## src/rtl/binary_to_rns_if.sv

```systemverilog
// Handshake bundle between an operand producer, the binary-to-RNS forward
// converter and the consumer of packed residue words.
interface binary_to_rns_if #(
    parameter int BIN_W = 9,
    parameter int RES_W = 3
);
    // operand side
    logic               in_valid;
    logic               in_ready;
    logic [BIN_W-1:0]   bin;
    // result side
    logic               out_valid;
    logic               out_ready;
    logic [3*RES_W-1:0] rns;
    logic               overflow;

    // converter view
    modport slave (
        input  in_valid,
        input  bin,
        input  out_ready,
        output in_ready,
        output out_valid,
        output rns,
        output overflow
    );

    // producer/consumer view
    modport master (
        output in_valid,
        output bin,
        output out_ready,
        input  in_ready,
        input  out_valid,
        input  rns,
        input  overflow
    );
endinterface

```

## src/rtl/binary_to_rns.sv

```systemverilog
// Iterative binary -> RNS forward converter for moduli (M0,M1,M2).
// Consumes one operand bit per cycle, MSB first, updating every residue with
// r = 2r + b reduced by a single conditional subtract. Result is packed as
// {r(M0), r(M1), r(M2)} to match the downstream RNS-to-binary converter.
module binary_to_rns #(
    parameter int BIN_W = 9,
    parameter int RES_W = 3,
    parameter int M0    = 8,
    parameter int M1    = 7,
    parameter int M2    = 5,
    parameter int N     = 280
) (
    input  logic           clock,
    input  logic           reset,
    binary_to_rns_if.slave bus
);

    localparam int CNT_W = (BIN_W > 1) ? $clog2(BIN_W) : 1;

    typedef enum logic [1:0] {
        IDLE = 2'd0,
        CONV = 2'd1,
        DONE = 2'd2
    } state_t;

    state_t                    state_q, state_d;
    logic [BIN_W-1:0]          shift_q, shift_d;
    logic [CNT_W-1:0]          cnt_q, cnt_d;
    logic                      ovf_q, ovf_d;
    // index 0 holds the M0 residue, index 2 the M2 residue
    logic [2:0][RES_W-1:0]     res_q, res_d, res_step;
    logic                      cur_bit;

    // operand bits are consumed from the top of the shift register
    assign cur_bit = shift_q[BIN_W-1];

    // one doubling-and-reduce step per modulus; since r < M, 2r+b < 2M so a
    // single subtract is enough, and a power-of-two modulus needs no special case
    for (genvar gi = 0; gi < 3; gi++) begin : g_res
        localparam int MI = (gi == 0) ? M0 : ((gi == 1) ? M1 : M2);
        localparam logic [RES_W:0] MOD = (RES_W+1)'(MI);
        logic [RES_W:0] t;
        logic [RES_W:0] t_sub;
        assign t           = {res_q[gi], cur_bit};
        assign t_sub       = t - MOD;
        assign res_step[gi] = (t >= MOD) ? t_sub[RES_W-1:0] : t[RES_W-1:0];
    end

    // state and datapath registers; async reset discards any conversion in flight
    always_ff @(posedge clock or negedge reset) begin
        if (!reset) begin
            state_q <= IDLE;
            shift_q <= '0;
            cnt_q   <= '0;
            ovf_q   <= 1'b0;
            res_q   <= '0;
        end else begin
            state_q <= state_d;
            shift_q <= shift_d;
            cnt_q   <= cnt_d;
            ovf_q   <= ovf_d;
            res_q   <= res_d;
        end
    end

    // next-state and datapath update
    always_comb begin
        state_d = state_q;
        shift_d = shift_q;
        cnt_d   = cnt_q;
        ovf_d   = ovf_q;
        res_d   = res_q;
        case (state_q)
            IDLE: begin
                if (bus.in_valid) begin
                    state_d = CONV;
                    shift_d = bus.bin;
                    cnt_d   = CNT_W'(BIN_W - 1);
                    res_d   = '0;
                    // residues stay exact above N, they just stop being unique
                    ovf_d   = (32'(bus.bin) >= 32'(N));
                end
            end
            CONV: begin
                res_d   = res_step;
                shift_d = shift_q << 1;
                if (cnt_q == '0) begin
                    state_d = DONE;
                end else begin
                    cnt_d = cnt_q - 1'b1;
                end
            end
            DONE: begin
                if (bus.out_ready) begin
                    state_d = IDLE;
                end
            end
            default: begin
                state_d = IDLE;
            end
        endcase
    end

    assign bus.in_ready  = (state_q == IDLE);
    assign bus.out_valid = (state_q == DONE);
    assign bus.rns       = {res_q[0], res_q[1], res_q[2]};
    assign bus.overflow  = ovf_q;

endmodule

```

## src/flat_wrapper.sv

```systemverilog
// flat-port wrapper written by rule: the top's interface ports become plain ports
module binary_to_rns_flat 
#(
    parameter int BIN_W = 9,
    parameter int RES_W = 3,
    parameter int M0    = 8,
    parameter int M1    = 7,
    parameter int M2    = 5,
    parameter int N     = 280
)
  (clock, reset, bus_in_valid, bus_bin, bus_out_ready, bus_in_ready, bus_out_valid, bus_rns, bus_overflow);
  binary_to_rns_if #(.BIN_W(BIN_W), .RES_W(RES_W)) bus_i ();
  input  logic clock;
  input  logic reset;
  input wire logic [$bits(bus_i.in_valid)-1:0] bus_in_valid;
  input wire logic [$bits(bus_i.bin)-1:0] bus_bin;
  input wire logic [$bits(bus_i.out_ready)-1:0] bus_out_ready;
  output wire logic [$bits(bus_i.in_ready)-1:0] bus_in_ready;
  output wire logic [$bits(bus_i.out_valid)-1:0] bus_out_valid;
  output wire logic [$bits(bus_i.rns)-1:0] bus_rns;
  output wire logic [$bits(bus_i.overflow)-1:0] bus_overflow;
  assign bus_i.in_valid = bus_in_valid;
  assign bus_i.bin = bus_bin;
  assign bus_i.out_ready = bus_out_ready;
  assign bus_in_ready = bus_i.in_ready;
  assign bus_out_valid = bus_i.out_valid;
  assign bus_rns = bus_i.rns;
  assign bus_overflow = bus_i.overflow;
  binary_to_rns #(.BIN_W(BIN_W), .RES_W(RES_W), .M0(M0), .M1(M1), .M2(M2), .N(N)) u_core (.clock(clock), .reset(reset), .bus(bus_i));
endmodule
```

## config.mk

```make
export PLATFORM = sky130hd
export DESIGN_NAME = binary_to_rns_flat
export DESIGN_NICKNAME = d
export VERILOG_FILES = /design/src/rtl/binary_to_rns_if.sv /design/src/rtl/binary_to_rns.sv /design/src/flat_wrapper.sv
export SDC_FILE = /design/constraint.sdc
export NUM_CORES = 1
export LEC_CHECK = 0
export ABC_AREA = 1
export CAP_MARGIN = 20
export CORE_MARGIN = 4
export CORE_UTILIZATION = 28
export DETAILED_ROUTE_END_ITERATION = 12
export MAX_ROUTING_LAYER = met4
export PLACE_DENSITY = 0.58
export REMOVE_ABC_BUFFERS = 1
export SETUP_SLACK_MARGIN = 0.2
export SYNTH_ARGS = -nofsm -noshare
export SYNTH_HDL_FRONTEND = slang
export SYNTH_SLANG_ARGS = --single-unit
```

## constraint.sdc

```tcl
create_clock -name clock -period 1.75 [get_ports clock]
set_input_delay 0.175 -clock clock [delete_from_list [all_inputs] [get_ports clock]]
set_output_delay 0.175 -clock clock [all_outputs]
set_load 0.03 [all_outputs]
```

==> results.cfg, run 1 <==
[outcome]
status = complete, no violations

[critical_path]
r2r-start = u_core.state_q[1]$_DFFE_PN0P_
critPathTopFamily = buffers and inverters
worstRegToRegCells = 6
required_ps = 1570
cp_data_arrival_time_ps = 1310
cpPeakStageDelay_ps = 680
path_buf_inv = 1
path_cells = clkdlybuf4s50_1
critPathKind = reg -> out
r2r-end = u_core.bus.rns[0]$_DFFE_PN0P_
start_kind = flip-flop
slowest_stage = clkdlybuf4s50_1
cp_max_fo = 2
rrSetupSlack_ps = 440
end_kind = output port

[die]
fp-row-count = 24
num_io_pins = 25
start_util_pct = 29.42
coreArea_mm2 = 0.004444
die_h_um = 76.34
die_area_mm2 = 0.005827
die_width_um = 76.34

[detailed_routing]
drcViolationCount = 0
routedWlPerCell_um = 10.94
ant_nets = 0
viasPerCell = 4.370
vias = 1062
drt_iter0_markers = 36
wirelength_mm = 2.659
drt_pre_antenna_iters = 4

[synthesis]
syn_area_per_cell_um2 = 7.877
synth-seq-cells = 25
synthCells = 166
synthesis.area_mm2 = 0.001308
synth-edff-count = 0
yosys_warnings = 0
synth_top_area_cell = dfrtp_1
yosysMostFrequentCell = nand2_1
synthTopCellsByArea = dfrtp_1, nand2_1, ha_1
ys_seq_area_share_pct = 47.85
synth_common_cells = nand2_1, dfrtp_1, inv_1, nand3_1, o21ai_1
yosysUniqueCellTypes = 20
synthFlopType = dfrtp_1
async_reset_ff_share_pct = 100.0
netlist.area_leader.share_pct = 47.85

[clocking]
cts_tree = yes
clk_pin_slew_ps = 90
clockRootBuffer = clkbuf_8
cts_buffers = 3
numClockSinks = 25
cts_setup_buffers = 0
clk_latency_ps = 260
clock_path_buffers = 2
htreeDepth = 1

[sta]
worstMarginPinSlew_ps = 321.1
fmax_mhz = 673.9
fin_crit_sh_pct = 84.80
max_slew_margin_pct = 78.56
hold_violations = 0
slew_viol_final = 0
setup_violations = 0
tns_ps = 0
rsz0062_at_grt = yes
min_period_ps = 1484
clock_skew_ps = 3.892

[grt]
grt_pass1_vias = 1124
grt_pass1_wl_mm = 4.830
grt_max_degree = 26
grt_overflow_total = 0
grt_usage_pct = 10.19
antenna_found_initial = 0

[finish]
layout-area-overhead-vs-synth_pct = 25.36
final_area_mm2 = 0.001639
drive_gt1_share_pct = 8.377
antenna_cells = 0
fin_nets = 210

[placed_design]
io_buffers = 24
placed_cell_area_mm2 = 0.001587
routabilityCongestion = 0.7816
dp_hpwl_mm = 1.941

[power]
power.total_w = 0.003209
vdd_drop_max_uv = 688.7
power_density_mw_per_mm2 = 1958
power_leakage_nw = 0.8676

[run]
maxCapViolations = 0

[min_path]
hold_class = in -> async
## logic make-up after synthesis
| kind of cell | count (synthesis) | synth area share, % |
|---|---|---|
| buf+inv | 25 | 9.187 |
| compound gates | 22 | 8.804 |
| xor+xnor | 1 | 0.6700 |
| flops | 25 | 47.85 |
| simple gates | 88 | 28.71 |
| fa+ha+maj | 5 | 4.785 |
## timing repair
action | in CTS | in global routing
pin swaps | 0 | 0
endpoints found under the hold margin | 0 | 0
resized for setup | 3 | 5
setup endpoints to repair | 3 | 5
hold buffers | 0 | 0
## power breakdown
part | switching [W] | internal (W) | leakage, nW | total, W
combinational | 0.00116 | 0.000671 | 0.529 | 0.00183
clock | 0.000177 | 0.000163 | 0.0228 | 0.000340
sequential | 0.000189 | 0.000850 | 0.316 | 0.00104
## stage by stage
| stage | hold WS [ps] | util, % | std cells | worst slack, ps |
|---|---|---|---|---|
| after CTS | 282.4 | 36.63 | 243 | 204.2 |
| after global routing | 308.6 | 36.88 | 243 | 192.7 |
| after floorplan | -120.6 | - | 160 | 314.4 |
| final | 271.0 | 36.88 | 243 | 266.1 |
| after global placement | 455.1 | 35.70 | 239 | 294.5 |
| after detailed placement | 458.6 | 35.70 | 239 | 274.4 |
## routing by layer
metal  up-vias  share of wire [%]  GRT usage [%]
met5         -                  0              -
met4         0               0.45          1.630
met3         2                3.9          3.310
met2        16                 49          17.31
met1       474                 47          11.99
li1        570                  -              -
## cells in the final DEF, fill, tap and decap left out, drive strengths merged
| master | netlist | final |
|---|---|---|
| buf | 6 | 3 |
| nand3 | 10 | 10 |
| inv | 19 | 19 |
| clkbuf | 0 | 4 |
| o22ai | 4 | 4 |
| clkdlybuf4s50 | 0 | 17 |
| xnor2 | 1 | 1 |
| and3 | 1 | 1 |
| dfrtp | 25 | 25 |
| nand4 | 1 | 1 |
| ha | 5 | 5 |
| a21oi | 4 | 4 |
| dlygate4sd2 | 0 | 2 |
| dlymetal6s2s | 0 | 4 |
| clkdlybuf4s15 | 0 | 1 |
| nor2 | 8 | 8 |
| nand2 | 68 | 68 |
| o21ai | 14 | 14 |
## state kept, by name (all words and copies together) (netlist names)
name                 cells
u_core.bus.overflow      1
u_core.bus.rns           9
u_core.cnt_q             4
u_core.shift_q           9
u_core.state_q           2
## worst register-to-register path, delay by kind of cell, from the launching register on
kind,cells,cell delay [ps]
simple gates,5,620
flops,1,430
buf+inv,1,150
## worst max path at each step
stage                             startpoint  slack, ps  cells after the start                       endpoint
2_1_floorplan  u_core.state_q[1]$_DFFE_PN0P_        310                      6  u_core.bus.rns[8]$_DFFE_PN0P_
3_3_place_gp   u_core.state_q[1]$_DFFE_PN0P_        290                      3                  bus_out_valid
3_5_place_dp   u_core.state_q[1]$_DFFE_PN0P_        270                      3                  bus_out_valid
4_1_cts        u_core.bus.rns[3]$_DFFE_PN0P_        200                      1                     bus_rns[3]
5_1_grt        u_core.state_q[1]$_DFFE_PN0P_        190                      3                  bus_out_valid
6_report       u_core.bus.rns[8]$_DFFE_PN0P_        270                      1                     bus_rns[8]
## cell type report
class                   instances  area, um2
well taps                      52      65.06
repair buffers                 27      270.3
fillers                       482       2805
flip-flops and latches         25      625.6
inverters                      19      71.32
clock buffers                   4      45.04
multi-input cells             116      561.8
No activity file was read; power rests on OpenSTA's default activity.
==> run 2, diff against run 1 <==
PLACE_DENSITY = 0.6   (was 0.58)
clock period = 1.35 ns   (was 1.75 ns; I/O delays follow)
==> results.cfg, run 2 (same netlist as run 1, synthesis figures left out) <==
[die]
die_width_um = 76.34
fp-row-count = 24
coreArea_mm2 = 0.004444
start_util_pct = 29.42
num_io_pins = 25
die_area_mm2 = 0.005827
die_h_um = 76.34

[critical_path]
rrSetupSlack_ps = 190
path_buf_inv = 1
slowest_stage = dfrtp_2
cpPeakStageDelay_ps = 470
start_kind = flip-flop
r2r-end = u_core.cnt_q[2]$_DFFE_PN0P_
critPathTopFamily = flip-flops
critPathKind = reg -> out
cp_max_fo = 4
path_cells = nor2_4 -> buf_6
required_ps = 1220
cp_data_arrival_time_ps = 1040
end_kind = output port
r2r-start = u_core.state_q[1]$_DFFE_PN0P_
worstRegToRegCells = 6

[sta]
slew_viol_final = 0
fmax_mhz = 853.1
hold_ws_ps = 224.7
setup_violations = 0
worstMarginPinSlew_ps = 320.6
clock_skew_ps = 6.746
setup_ws_ps = 177.8
hold_violations = 0
min_period_ps = 1172
max_slew_margin_pct = 78.63
fin_crit_sh_pct = 86.83
tns_ps = 0
rsz0062_at_grt = yes

[grt]
antenna_found_initial = 0
top_usage_layer = met2
grt_max_degree = 26
grtUsageMet1_pct = 12.44
grt_pass1_wl_mm = 4.892
grt_pass1_vias = 1085
grt_usage_pct = 10.63
gr-usage-met3_pct = 3.546
grt_use_met2_pct = 17.31
grt_overflow_total = 0

[clocking]
cts_buffers = 3
clk_latency_ps = 270
clk_pin_slew_ps = 90
clockRootBuffer = clkbuf_8
ctsHoldBuffers = 0
htreeDepth = 1
clock_path_buffers = 2
cts_tree = yes
numClockSinks = 25

[placed_design]
io_buffers = 24
routabilityCongestion = 0.7694
dp_cells = 243
dp_hpwl_mm = 2.032
dp_slack_ps = 104.4

[outcome]
status = complete, no violations

[finish]
drive_gt1_share_pct = 33.01
final_common_cell = nand2_1
fin_nets = 225
layout-area-overhead-vs-synth_pct = 46.12
layout_common_cells = nand2_1, dfrtp_1, clkdlybuf4s50_1, buf_4, inv_1
fin_util_pct = 42.99
final_cells = 258
antenna_cells = 0

[power]
power_density_mw_per_mm2 = 2728
vdd_drop_max_uv = 1058
power_leakage_nw = 0.9200

[detailed_routing]
vias = 1178
ant_nets = 0
drcViolationCount = 0
drt_pre_antenna_iters = 4
viasPerCell = 4.566
wirelength_mm = 3.214
routedWlPerCell_um = 12.46
drt_iter0_markers = 66

[min_path]
hold_class = in -> async

[run]
maxCapViolations = 0
[run 2: cell count changes in the layout (fill, tap and decap cells not counted), moves of 5 or more]
cell,delta
buf_6,+5
buf_4,+9
ha_4,+5
clkdlybuf4s50_1,-5
nand2_1,-7
clkdlybuf4s15_2,+5
inv_1,-6
ha_1,-5
[run 2: power breakdown]
group	internal [W]	total (W)	switching, W	leakage (nW)
Combinational	0.00147	0.00335	0.00188	0.586
Clock	0.000211	0.000446	0.000235	0.0228
Sequential	0.00111	0.00141	0.000300	0.311
Total	0.00279	0.00521	0.00242	0.920
[run 2: layout make-up]
| type | count | area [um2] |
|---|---|---|
| inverters | 19 | 76.32 |
| flip-flops and latches | 25 | 630.6 |
| multi-input cells | 116 | 685.7 |
| clock buffers | 4 | 45.04 |
| fillers | 453 | 2534 |
| repair buffers | 42 | 407.9 |
| well taps | 52 | 65.06 |
[run 2: metal layers]
metal,routed length (um),part of all wire (%)
met1,1494,46
met2,1549,48
met3,129,4.0
met4,40,1.2
met5,0,0
[run 2: worst max path at each step]
stage | from | endpoint | cells after the start
floorplan | u_core.state_q[1]$_DFFE_PN0P_ | u_core.bus.rns[8]$_DFFE_PN0P_ | 6
finish | u_core.state_q[0]$_DFFE_PN0P_ | bus_in_ready | 2
detailed placement | u_core.cnt_q[0]$_DFFE_PN0P_ | u_core.cnt_q[2]$_DFFE_PN0P_ | 7
global placement | u_core.cnt_q[1]$_DFFE_PN0P_ | u_core.cnt_q[2]$_DFFE_PN0P_ | 7
global route | u_core.state_q[1]$_DFFE_PN0P_ | u_core.shift_q[4]$_DFFE_PN0P_ | 7
CTS | u_core.state_q[0]$_DFFE_PN0P_ | u_core.bus.overflow$_DFFE_PN0P_ | 6
[run 2: through the flow]
| stage | total power [W] | area, um2 |
|---|---|---|
| after floorplan | 0.003016 | 1259 |
| after global placement | 0.003940 | 1624 |
| after detailed placement | 0.003978 | 1624 |
| after CTS | 0.004655 | 1760 |
| after global routing | 0.005654 | 1911 |
| final | 0.005212 | 1911 |
[run 2: repair_timing]
item | in CTS | in global routing
pin swaps | 3 | 11
gates resized for setup | 46 | 37
setup endpoints to repair | 29 | 28
setup buffers | 5 | 5
cloned | 0 | 1
